===== src/rtl/dp_sequencer.sv =====
// dp_sequencer
//
// Sequences a dot-product job over an external multiply-accumulate datapath.
// Operand pairs are loaded into a small buffer. A start request then feeds
// them to the datapath one element at a time. When the last element is done,
// the datapath's captured result is read back. The datapath accumulator is
// never cleared, so the previous captured value (base) is subtracted from it.
//
// Ports
//   ACLK, ARESETN          clock (rising edge) and async active-low reset
//   wr_en, wr_addr         operand buffer write strobe / index (dropped while busy)
//   wr_a, wr_b             operand pair written at wr_addr
//   cfg_len                vector length, clamped to DEPTH
//   start                  single-cycle job request (ignored while busy)
//   busy, done, err        job in progress / one-cycle completion pulse / sticky timeout
//   result                 dot product of the last successful job
//   dp_a, dp_b             operands to the datapath, held outside ISSUE
//   inputs_ready           element strobe, high for exactly the ISSUE cycle
//   dp_start               result-capture enable, high across the last element
//   dp_result, dp_done     datapath captured result / per-element completion pulse
//
// The datapath must share ARESETN so that base stays aligned with its accumulator.
// TIMEOUT is expected to be at least 2.

module dp_sequencer #(
    parameter int unsigned DEPTH   = 16,
    parameter int unsigned TIMEOUT = 15,
    localparam int unsigned AW = (DEPTH > 1) ? $clog2(DEPTH) : 1,
    localparam int unsigned LW = $clog2(DEPTH + 1),
    localparam int unsigned CW = (TIMEOUT > 1) ? $clog2(TIMEOUT + 1) : 1
) (
    input  logic          ACLK,
    input  logic          ARESETN,
    input  logic          wr_en,
    input  logic [AW-1:0] wr_addr,
    input  logic [7:0]    wr_a,
    input  logic [7:0]    wr_b,
    input  logic [LW-1:0] cfg_len,
    input  logic          start,
    output logic          busy,
    output logic          done,
    output logic          err,
    output logic [31:0]   result,
    output logic [7:0]    dp_a,
    output logic [7:0]    dp_b,
    output logic          inputs_ready,
    output logic          dp_start,
    input  logic [31:0]   dp_result,
    input  logic          dp_done
);

    typedef enum logic [1:0] {
        StIdle,
        StIssue,
        StWait,
        StCapture
    } state_e;

    state_e        state_q, state_d;
    logic [15:0]   mem_q [DEPTH];
    logic [15:0]   mem_d [DEPTH];
    logic [LW-1:0] len_q, len_d;
    logic [AW-1:0] idx_q, idx_d;
    logic [CW-1:0] cnt_q, cnt_d;
    logic          seen_q, seen_d;
    logic          busy_q, busy_d;
    logic          done_q, done_d;
    logic          err_q, err_d;
    logic [31:0]   result_q, result_d;
    logic [31:0]   base_q, base_d;
    logic [7:0]    dp_a_q, dp_a_d;
    logic [7:0]    dp_b_q, dp_b_d;
    logic          ir_q, ir_d;
    logic          dps_q, dps_d;

    logic [LW-1:0] len_clamped;
    logic          issue;
    logic          got_done;
    logic          wait_last;
    logic [15:0]   rd_word;

    assign len_clamped = (cfg_len > LW'(DEPTH)) ? LW'(DEPTH) : cfg_len;
    assign wait_last   = ((LW'(idx_q) + LW'(1)) == len_q);
    // A dp_done pulse in the first WAIT cycle is remembered so the element
    // cadence never drops below ISSUE, WAIT, WAIT.
    assign got_done    = dp_done | seen_q;

    // Buffer writes are only accepted while idle.
    always_comb begin
        mem_d = mem_q;
        if (wr_en && !busy_q) begin
            mem_d[wr_addr] = {wr_a, wr_b};
        end
    end

    always_comb begin
        state_d  = state_q;
        len_d    = len_q;
        idx_d    = idx_q;
        cnt_d    = cnt_q;
        seen_d   = seen_q;
        busy_d   = busy_q;
        done_d   = 1'b0;
        err_d    = err_q;
        result_d = result_q;
        base_d   = base_q;
        dp_a_d   = dp_a_q;
        dp_b_d   = dp_b_q;
        ir_d     = 1'b0;
        dps_d    = dps_q;
        issue    = 1'b0;
        rd_word  = '0;

        unique case (state_q)
            StIdle: begin
                if (start) begin
                    len_d = len_clamped;
                    idx_d = '0;
                    err_d = 1'b0;
                    if (len_clamped == '0) begin
                        result_d = '0;
                        done_d   = 1'b1;
                    end else begin
                        busy_d  = 1'b1;
                        state_d = StIssue;
                        issue   = 1'b1;
                    end
                end
            end
            StIssue: begin
                cnt_d   = '0;
                seen_d  = 1'b0;
                state_d = StWait;
            end
            StWait: begin
                if (got_done && (cnt_q != '0)) begin
                    if (wait_last) begin
                        dps_d   = 1'b0;
                        state_d = StCapture;
                    end else begin
                        idx_d   = idx_q + AW'(1);
                        state_d = StIssue;
                        issue   = 1'b1;
                    end
                end else if (!got_done && (cnt_q == CW'(TIMEOUT - 1))) begin
                    // Timed out: report it but keep result and base untouched.
                    err_d   = 1'b1;
                    done_d  = 1'b1;
                    busy_d  = 1'b0;
                    dps_d   = 1'b0;
                    state_d = StIdle;
                end else begin
                    seen_d = got_done;
                    cnt_d  = cnt_q + CW'(1);
                end
            end
            StCapture: begin
                result_d = dp_result - base_q;
                base_d   = dp_result;
                done_d   = 1'b1;
                busy_d   = 1'b0;
                state_d  = StIdle;
            end
            default: begin
                state_d = StIdle;
            end
        endcase

        // Outputs for ISSUE are registered on entry so they line up with the state.
        // Reading mem_d forwards a write made in the same cycle as start.
        if (issue) begin
            rd_word = mem_d[idx_d];
            dp_a_d  = rd_word[15:8];
            dp_b_d  = rd_word[7:0];
            ir_d    = 1'b1;
            dps_d   = ((LW'(idx_d) + LW'(1)) == len_d);
        end
    end

    always_ff @(posedge ACLK or negedge ARESETN) begin
        if (!ARESETN) begin
            state_q  <= StIdle;
            len_q    <= '0;
            idx_q    <= '0;
            cnt_q    <= '0;
            seen_q   <= 1'b0;
            busy_q   <= 1'b0;
            done_q   <= 1'b0;
            err_q    <= 1'b0;
            result_q <= '0;
            base_q   <= '0;
            dp_a_q   <= '0;
            dp_b_q   <= '0;
            ir_q     <= 1'b0;
            dps_q    <= 1'b0;
            for (int i = 0; i < int'(DEPTH); i++) begin
                mem_q[i] <= '0;
            end
        end else begin
            state_q  <= state_d;
            len_q    <= len_d;
            idx_q    <= idx_d;
            cnt_q    <= cnt_d;
            seen_q   <= seen_d;
            busy_q   <= busy_d;
            done_q   <= done_d;
            err_q    <= err_d;
            result_q <= result_d;
            base_q   <= base_d;
            dp_a_q   <= dp_a_d;
            dp_b_q   <= dp_b_d;
            ir_q     <= ir_d;
            dps_q    <= dps_d;
            mem_q    <= mem_d;
        end
    end

    assign busy         = busy_q;
    assign done         = done_q;
    assign err          = err_q;
    assign result       = result_q;
    assign dp_a         = dp_a_q;
    assign dp_b         = dp_b_q;
    assign inputs_ready = ir_q;
    assign dp_start     = dps_q;

endmodule


===== config.mk =====
export PLATFORM = sky130hd
export DESIGN_NAME = dp_sequencer
export DESIGN_NICKNAME = d
export VERILOG_FILES = /design/src/rtl/dp_sequencer.sv
export SDC_FILE = /design/constraint.sdc
export NUM_CORES = 1
export LEC_CHECK = 0
export ABC_AREA = 1
export CORE_MARGIN = 10
export CORE_UTILIZATION = 52
export DETAILED_ROUTE_END_ITERATION = 16
export GPL_TIMING_DRIVEN = 0
export PLACE_DENSITY = 0.77
export SETUP_SLACK_MARGIN = 0.02
export SLEW_MARGIN = 25
export SYNTH_ARGS = -nofsm -noshare
export SYNTH_HDL_FRONTEND = slang
export SYNTH_SLANG_ARGS = --single-unit

===== constraint.sdc =====
create_clock -name ACLK -period 3.5 [get_ports ACLK]
set_input_delay 1.05 -clock ACLK [delete_from_list [all_inputs] [get_ports ACLK]]
set_output_delay 1.05 -clock ACLK [all_outputs]
set_load 0.05 [all_outputs]

# == Word level (Yosys, flattened, before mapping) ==
# Cells that the tools add are included.
# classes
addsub,5
magnitude_cmp,4
n_eq_ne,14
muxes,53
bitwise,3
n_reduce_logical,21
# op_table
cell,n
$bwmux 256,1
$mux 256,1
$bmux 16 s4,1
$demux 16 s4,1
$mux 32,2
$pmux 32 s2,1
$mux 16,3
$sub 32x32->32,1
$mux 1,22
$mux 4,5
$pmux 4 s2,2
$mux 5,3
$ne 2x2->1 const B,6
$reduce_and 3->1,4
$add 4x1->5 const B,2
$eq 5x5->1,2
$ge 5x5->1 const B,2
$mux 2,5
$not 4->5,2
$add 4x1->4 const B,2
$pmux 2 s4,1
$reduce_bool 2->1,4
$ne 3x3->1 const B,2
$pmux 1 s2,3
other kinds (15),22
# totals
ff_bits,357
inputBits,62
elab_cells,130

# == Depth between registers and ports, before layout ==
# depth
depth_word,10
ltp_mapped,20
mapped_depth_nobuf,19

# == Least setup slack after synthesis ==
# OpenSTA, ideal clock, no wires.
# synth_timing
path_kind,input to register
from,input port dp_result[0]
to,register result_q[28] (netlist: result[28])
setup_time_ns,0.127
arrival_ns,2.886
required_time_ns,3.373
slack_ns,0.486
stages,17
n_path_buf,0
path_cell_list,inv_1 ha_1 inv_1 fa_1 nand2_1 nand3_1 o21ai_0 o21ai_0 inv_1 o21ai_1 inv_1 o21ai_0 nand4_1 nand2_1 nand2_1 nand2_1 o21ai_0
# synth_between
elab_chain_cells,2
# synth_rtl
element,line,rtl
"start, declared",48,"input logic [31:0] dp_result,"
$sub 32x32->32,158,result_d = dp_result - base_q;
$pmux 32 s2,114,unique case (state_q)
"end signal, assigned",208,result_q <= result_d;
"end, declared",69,"logic [31:0] result_q, result_d;"
# No other way between the ends.
# A chain may end at the register's enable or synchronous reset.

# == Worst setup path after layout ==
# layout_timing
from,input port wr_b[6]
to,register dp_b_q[6] (netlist: dp_b[6])
# layout_between
elab_chain_cells,5
# layout_rtl
element,line,rtl
"start, declared",37,"input logic [7:0] wr_b,"
$bwmux 256,92,"mem_d[wr_addr] = {wr_a, wr_b};"
$mux 256,91,if (wr_en && !busy_q) begin
$bmux 16 s4,172,rd_word = mem_d[idx_d];
$mux 16 (implied by the code) (2 in series),172,
"end signal, assigned",211,dp_b_q <= dp_b_d;
"end, declared",72,"logic [7:0] dp_b_q, dp_b_d;"
# No other way between the ends. The select of a mux whose other input is x is not followed.

==> reports/qor.csv <==
metric,value,unit
rsz0062_at_grt,true,
postSynthCellCount,2718,
cap_violations,0,
slew_headroom,0.272,
stdcell_area,0.0228,mm2
synth_warnings,0,
multi_input_area,0.00758,mm2
antenna_found_initial,5,
rows,71,
ios,115,
dpl-instance-area,0.0215,mm2
routedWlPerCell,19.6,um
gp_congestion,1.05,
die-area,0.0458,mm2
finalCritPeriodShare,0.996,
synth_edf_count,0,
layout-drive-gt1-share,0.0506,
p_leak,11.8,nW
ys_ff_latch,357,
n_fill_cell,3375,
grt_util_all_layers,0.287,
clk_latency,0.57,ns
cts_buffers,40,
totalWireLength,67000,um
area_growth_syn_to_layout,16.4,%
clock-root-buffer,clkbuf_16,
fmax,287,MHz
hold_buffers,0,
fin_skew,0.0208,ns
status,finished clean,
diodes,0,
crit_path_end_kind,register,
slew_violations,0,
clk_pin_slew,0.06,ns
grt_max_degree,93,
grt_pass1_wl,103000,um
ir_drop,641,uV
setup_viol,0,
ant_nets,0,
core,0.0374,mm2
cp-start-kind,input port,
power_density,975,mW/mm2
dr_total_vias,18600,
total_power,22.2,mW
seq_area,0.00893,mm2
die_x,214,um
cp.arrival,3.98,ns
yosysSeqAreaShare,0.456,
clock_path_buffers,3,
cts.sinks,357,
yosys-top-cells-area,"dfrtp_1 (46%), nand2_1 (12%), inv_1 (12%)",
holdCritPathClass,input port to async pin,
whs,0.342,ns
drtIter0Drc,1944,
port_buffers,114,
cts_resized,1,
drtPass1Iterations,6,
syn_area_per_cell,7.20,um2
first_global_vias,18100,
start_util,0.523,
via_per_inst,5.46,
fin_nets,2977,
syn_nets,2817,
period_minus_slack,3.49,ns
synth.most_common_cell,nand2_1,
synth.largest_area_cell,dfrtp_1,
cts_htree_levels,2,
synth_flop_cell,dfrtp_1,
crit_type,input port to register,
place_hpwl,48300,um
hold_violations,0,
syn_area,0.0196,mm2
synth_commonest_cells,"nand2_1 (647), inv_1 (621), nand3_1 (375)",
route.detailed.drc,0,
ys_types,42,
cts_tree,built,
die_h,214,um
path_max_fanout,10,
tightest_slew,1.09,ns
crit_required,3.99,ns
ys_async_sr_fraction,1.00,
overflow,0,
postCtsSetupBuffers,0,
netlist.area_leader.share,0.456,
-- area by class of cell --
type | instances | share of cell area
Multi-Input combinational cell | 1592 | 0.333
Clock buffer | 64 | 0.0533
Clock inverter | 6 | 0.00291
Buffer | 143 | 0.0328
Sequential cell | 357 | 0.392
Timing Repair Buffer | 118 | 0.0551
Tap cell | 511 | 0.0281
Inverter | 626 | 0.103
-- path summary, 6_finish.rpt --
path / from / endpoint / slack [ns] / cells past startpoint
worst max-delay path: wr_b[6] / dp_b[6]$_DFFE_PN0P_ / 0.01 / 10
worst min-delay path: ARESETN / mem_q[66]$_DFF_PN0_ / 0.34 / 1
worst max register to register: idx_q[0]$_DFF_PN0_ / dp_b[0]$_DFFE_PN0P_ / 0.24 / 17
worst min register to register: result[25]$_DFFE_PN0P_ / result[25]$_DFFE_PN0P_ / 0.48 / 2
max in group asynchronous: ARESETN / base_q[23]$_DFFE_PN0P_ / 1.59 / 4
min in group ACLK: result[25]$_DFFE_PN0P_ / result[25]$_DFFE_PN0P_ / 0.48 / 2
-- routing by layer --
metal  vias up  global-route usage  routed length (um)
met3       247              0.0683                6690
met4         2               0.176                4290
met2       956               0.458               30200
li1       8711                   -                   -
met5         -                   0                  17
met1      8727               0.347               25800
-- power breakdown --
group          leakage, nW  internal [mW]  total (mW)  switching [mW]
clock                0.628           2.44        4.18            1.74
combinational         7.25           3.69        11.5            7.82
sequential            3.88           5.91        6.54           0.626
-- per-stage QoR --
stage               worst slack, ns   util  TNS (ns)  std cells
finish                       0.0123  0.609         0       3417
global route                0.00498  0.609         0       3417
CTS                          0.0638  0.608         0       3417
detailed placement           -0.607  0.574    -11.24       3347
global placement             -14.36  0.571  -5121.11       3343
floorplan                     0.486      -         0       2718
-- cell usage in the layout, fill, tap and decap left out, types with 5 or more instances in the layout --
cell type	count
nor2_1	54
nand4_1	12
clkdlybuf4s50_1	113
nand3_1	375
clkbuf_16	42
dfrtp_1	357
o21ai_0	332
a31oi_1	8
nor3_1	5
inv_1	621
nand2_1	646
clkbuf_8	8
buf_2	37
clkbuf_1	89
buf_6	16
xor2_1	5
buf_4	11
o21ai_1	9
xnor2_1	7
ha_1	36
a21oi_1	57
-- state kept, by name, indices dropped and copies added (netlist names), 2 cells and up --
signal and flops:
cnt_q 4, state_q 2, mem_q 256, dp_b 8, dp_a 8, len_q 5, base_q 32, result 32
idx_q 4
-- kinds of logic after synthesis --
| family | after synthesis | synth area share |
|---|---|---|
| flip-flops | 357 | 0.456 |
| AO/OA/AOI/OAI | 436 | 0.116 |
| XOR/XNOR | 12 | 0.00537 |
| AND/OR/NAND/NOR | 1107 | 0.240 |
| buffers and inverters | 769 | 0.158 |
| adder cells (fa/ha/maj) | 37 | 0.0240 |
-- critical path: stages --
cell             delay [ns]
clkdlybuf4s50_1        0.85
clkbuf_1               0.84
o21ai_0                0.29
nand2_1                0.14
nand3_1                0.09
nand3_1                0.23
nand3_1                0.24
nand2_1                0.11
nand2_1                0.05
nand2_1                0.08
Note: power is estimated with default switching activity, not from simulation.
==> patch: new RTL, config.mk and constraints unchanged <==
The parameter `TIMEOUT` goes from 15 to 30.
--- a/src/rtl/dp_sequencer.sv
+++ b/src/rtl/dp_sequencer.sv
@@ -25,5 +25,5 @@
 module dp_sequencer #(
     parameter int unsigned DEPTH   = 16,
-    parameter int unsigned TIMEOUT = 15,
+    parameter int unsigned TIMEOUT = 30,
     localparam int unsigned AW = (DEPTH > 1) ? $clog2(DEPTH) : 1,
     localparam int unsigned LW = $clog2(DEPTH + 1),
Formal check against the unedited RTL: same outputs for any inputs over 4 cycles, from zero or initial values and one cycle with ARESETN low; that may be too few to reach the edited logic, so the function may still have changed.
==> patch against the original RTL <==
Wire length is 14% lower; die area is 8.5% lower; sequential cell count is 1 higher; final area is 8.0% lower; synthesized area is 9.4% lower; count of clock-buffer cells in the layout is 8 lower; first-iteration DRC count is 2.0% higher; total power is 11% lower; worst setup slack better by 0.11 ns; critical path type unchanged; largest power group unchanged.
==> patch: results (changes against the original RTL) <==
Cts repair resizes - 5 (+4)
Met2 usage - 0.434 (-0.0240)
Finished Layout Cells - 2927 (-14%)
Via count - 16.9k (-9.4%)
Max incr delay on CP - 0.46 ns (-0.39 ns)
Critical Path End - dp_a[2]
Worst vdd ir - 0.590 mV (-8.0%)
GR Layer Usage met1 - 0.353 (+0.00639)
XOR/XNOR Fraction of Synth Area - 0.00642 (+0.00105)
Synth top area cells - dfrtp_1 50%, nand2_1 17%, o21ai_0 9.7%
Syn Nets - 2387 (-15%)
Initial antenna violation count - 3 (-2)
Met2 wire length - 26400 um (-13%)
DR iter-0 viols - 1982 (+2.0%)
Share of layout cells above drive strength 1 - 0.0525 (+0.00188)
Largest net degree at the start of global routing - 95 (+2.2%)
CP delay by family, top - simple AND/OR/NAND/NOR gates
Worst setup path startpoint - wr_en
Worst Hold Slack - 0.400 ns (+0.0579 ns)
Clk_skew - 0.0226 ns (+0.00183 ns)
CP Data Arrival Time - 3.80 ns (-0.18 ns)
First-pass GRT wire length - 90800 um (-12%)
Total CTS buffers - 39 (-2.5%)
Leak pwr - 0.0103 uW (-13%)
FF-to-FF End - dp_start
Clk Latency, worst-skew pair - 0.55 ns (-0.02 ns)
Routed WL per cell - 19.8 um (+0.84%)
Nets - 2546 (-14%)
Post-DP HPWL - 41900 um (-13%)
Compound-Gate Fraction of Synth Area - 0.132 (+0.0155)
Status - completed
[patch: cell count changes after synthesis, sizes merged, moves of 15 or more]
cell / before / now
inv: 625 / 145
nand2: 650 / 794
nand3: 377 / 251
buf: 65 / 41
nor2: 56 / 76
a21oi: 58 / 75
clkbuf: 78 / 93
[patch: power by group]
part / leakage [uW] / switching (uW) / internal (uW)
registers: 0.00458 / 602 / 5850
logic: 0.00502 / 6100 / 2890
clock network: 0.000661 / 1710 / 2540
total: 0.0103 / 8420 / 11300
[patch: cell type report]
cell class	count	area (um^2)	share of cell area
repair buffers	118	1260	0.0599
clock buffers	56	1160	0.0554
diodes	1	2.50	0.000119
clock inverters	16	175	0.00835
flip-flops and latches	358	8960	0.427
plain buffers	134	593	0.0283
well taps	448	561	0.0267
inverters	148	556	0.0265
multi-input cells	1648	7710	0.368
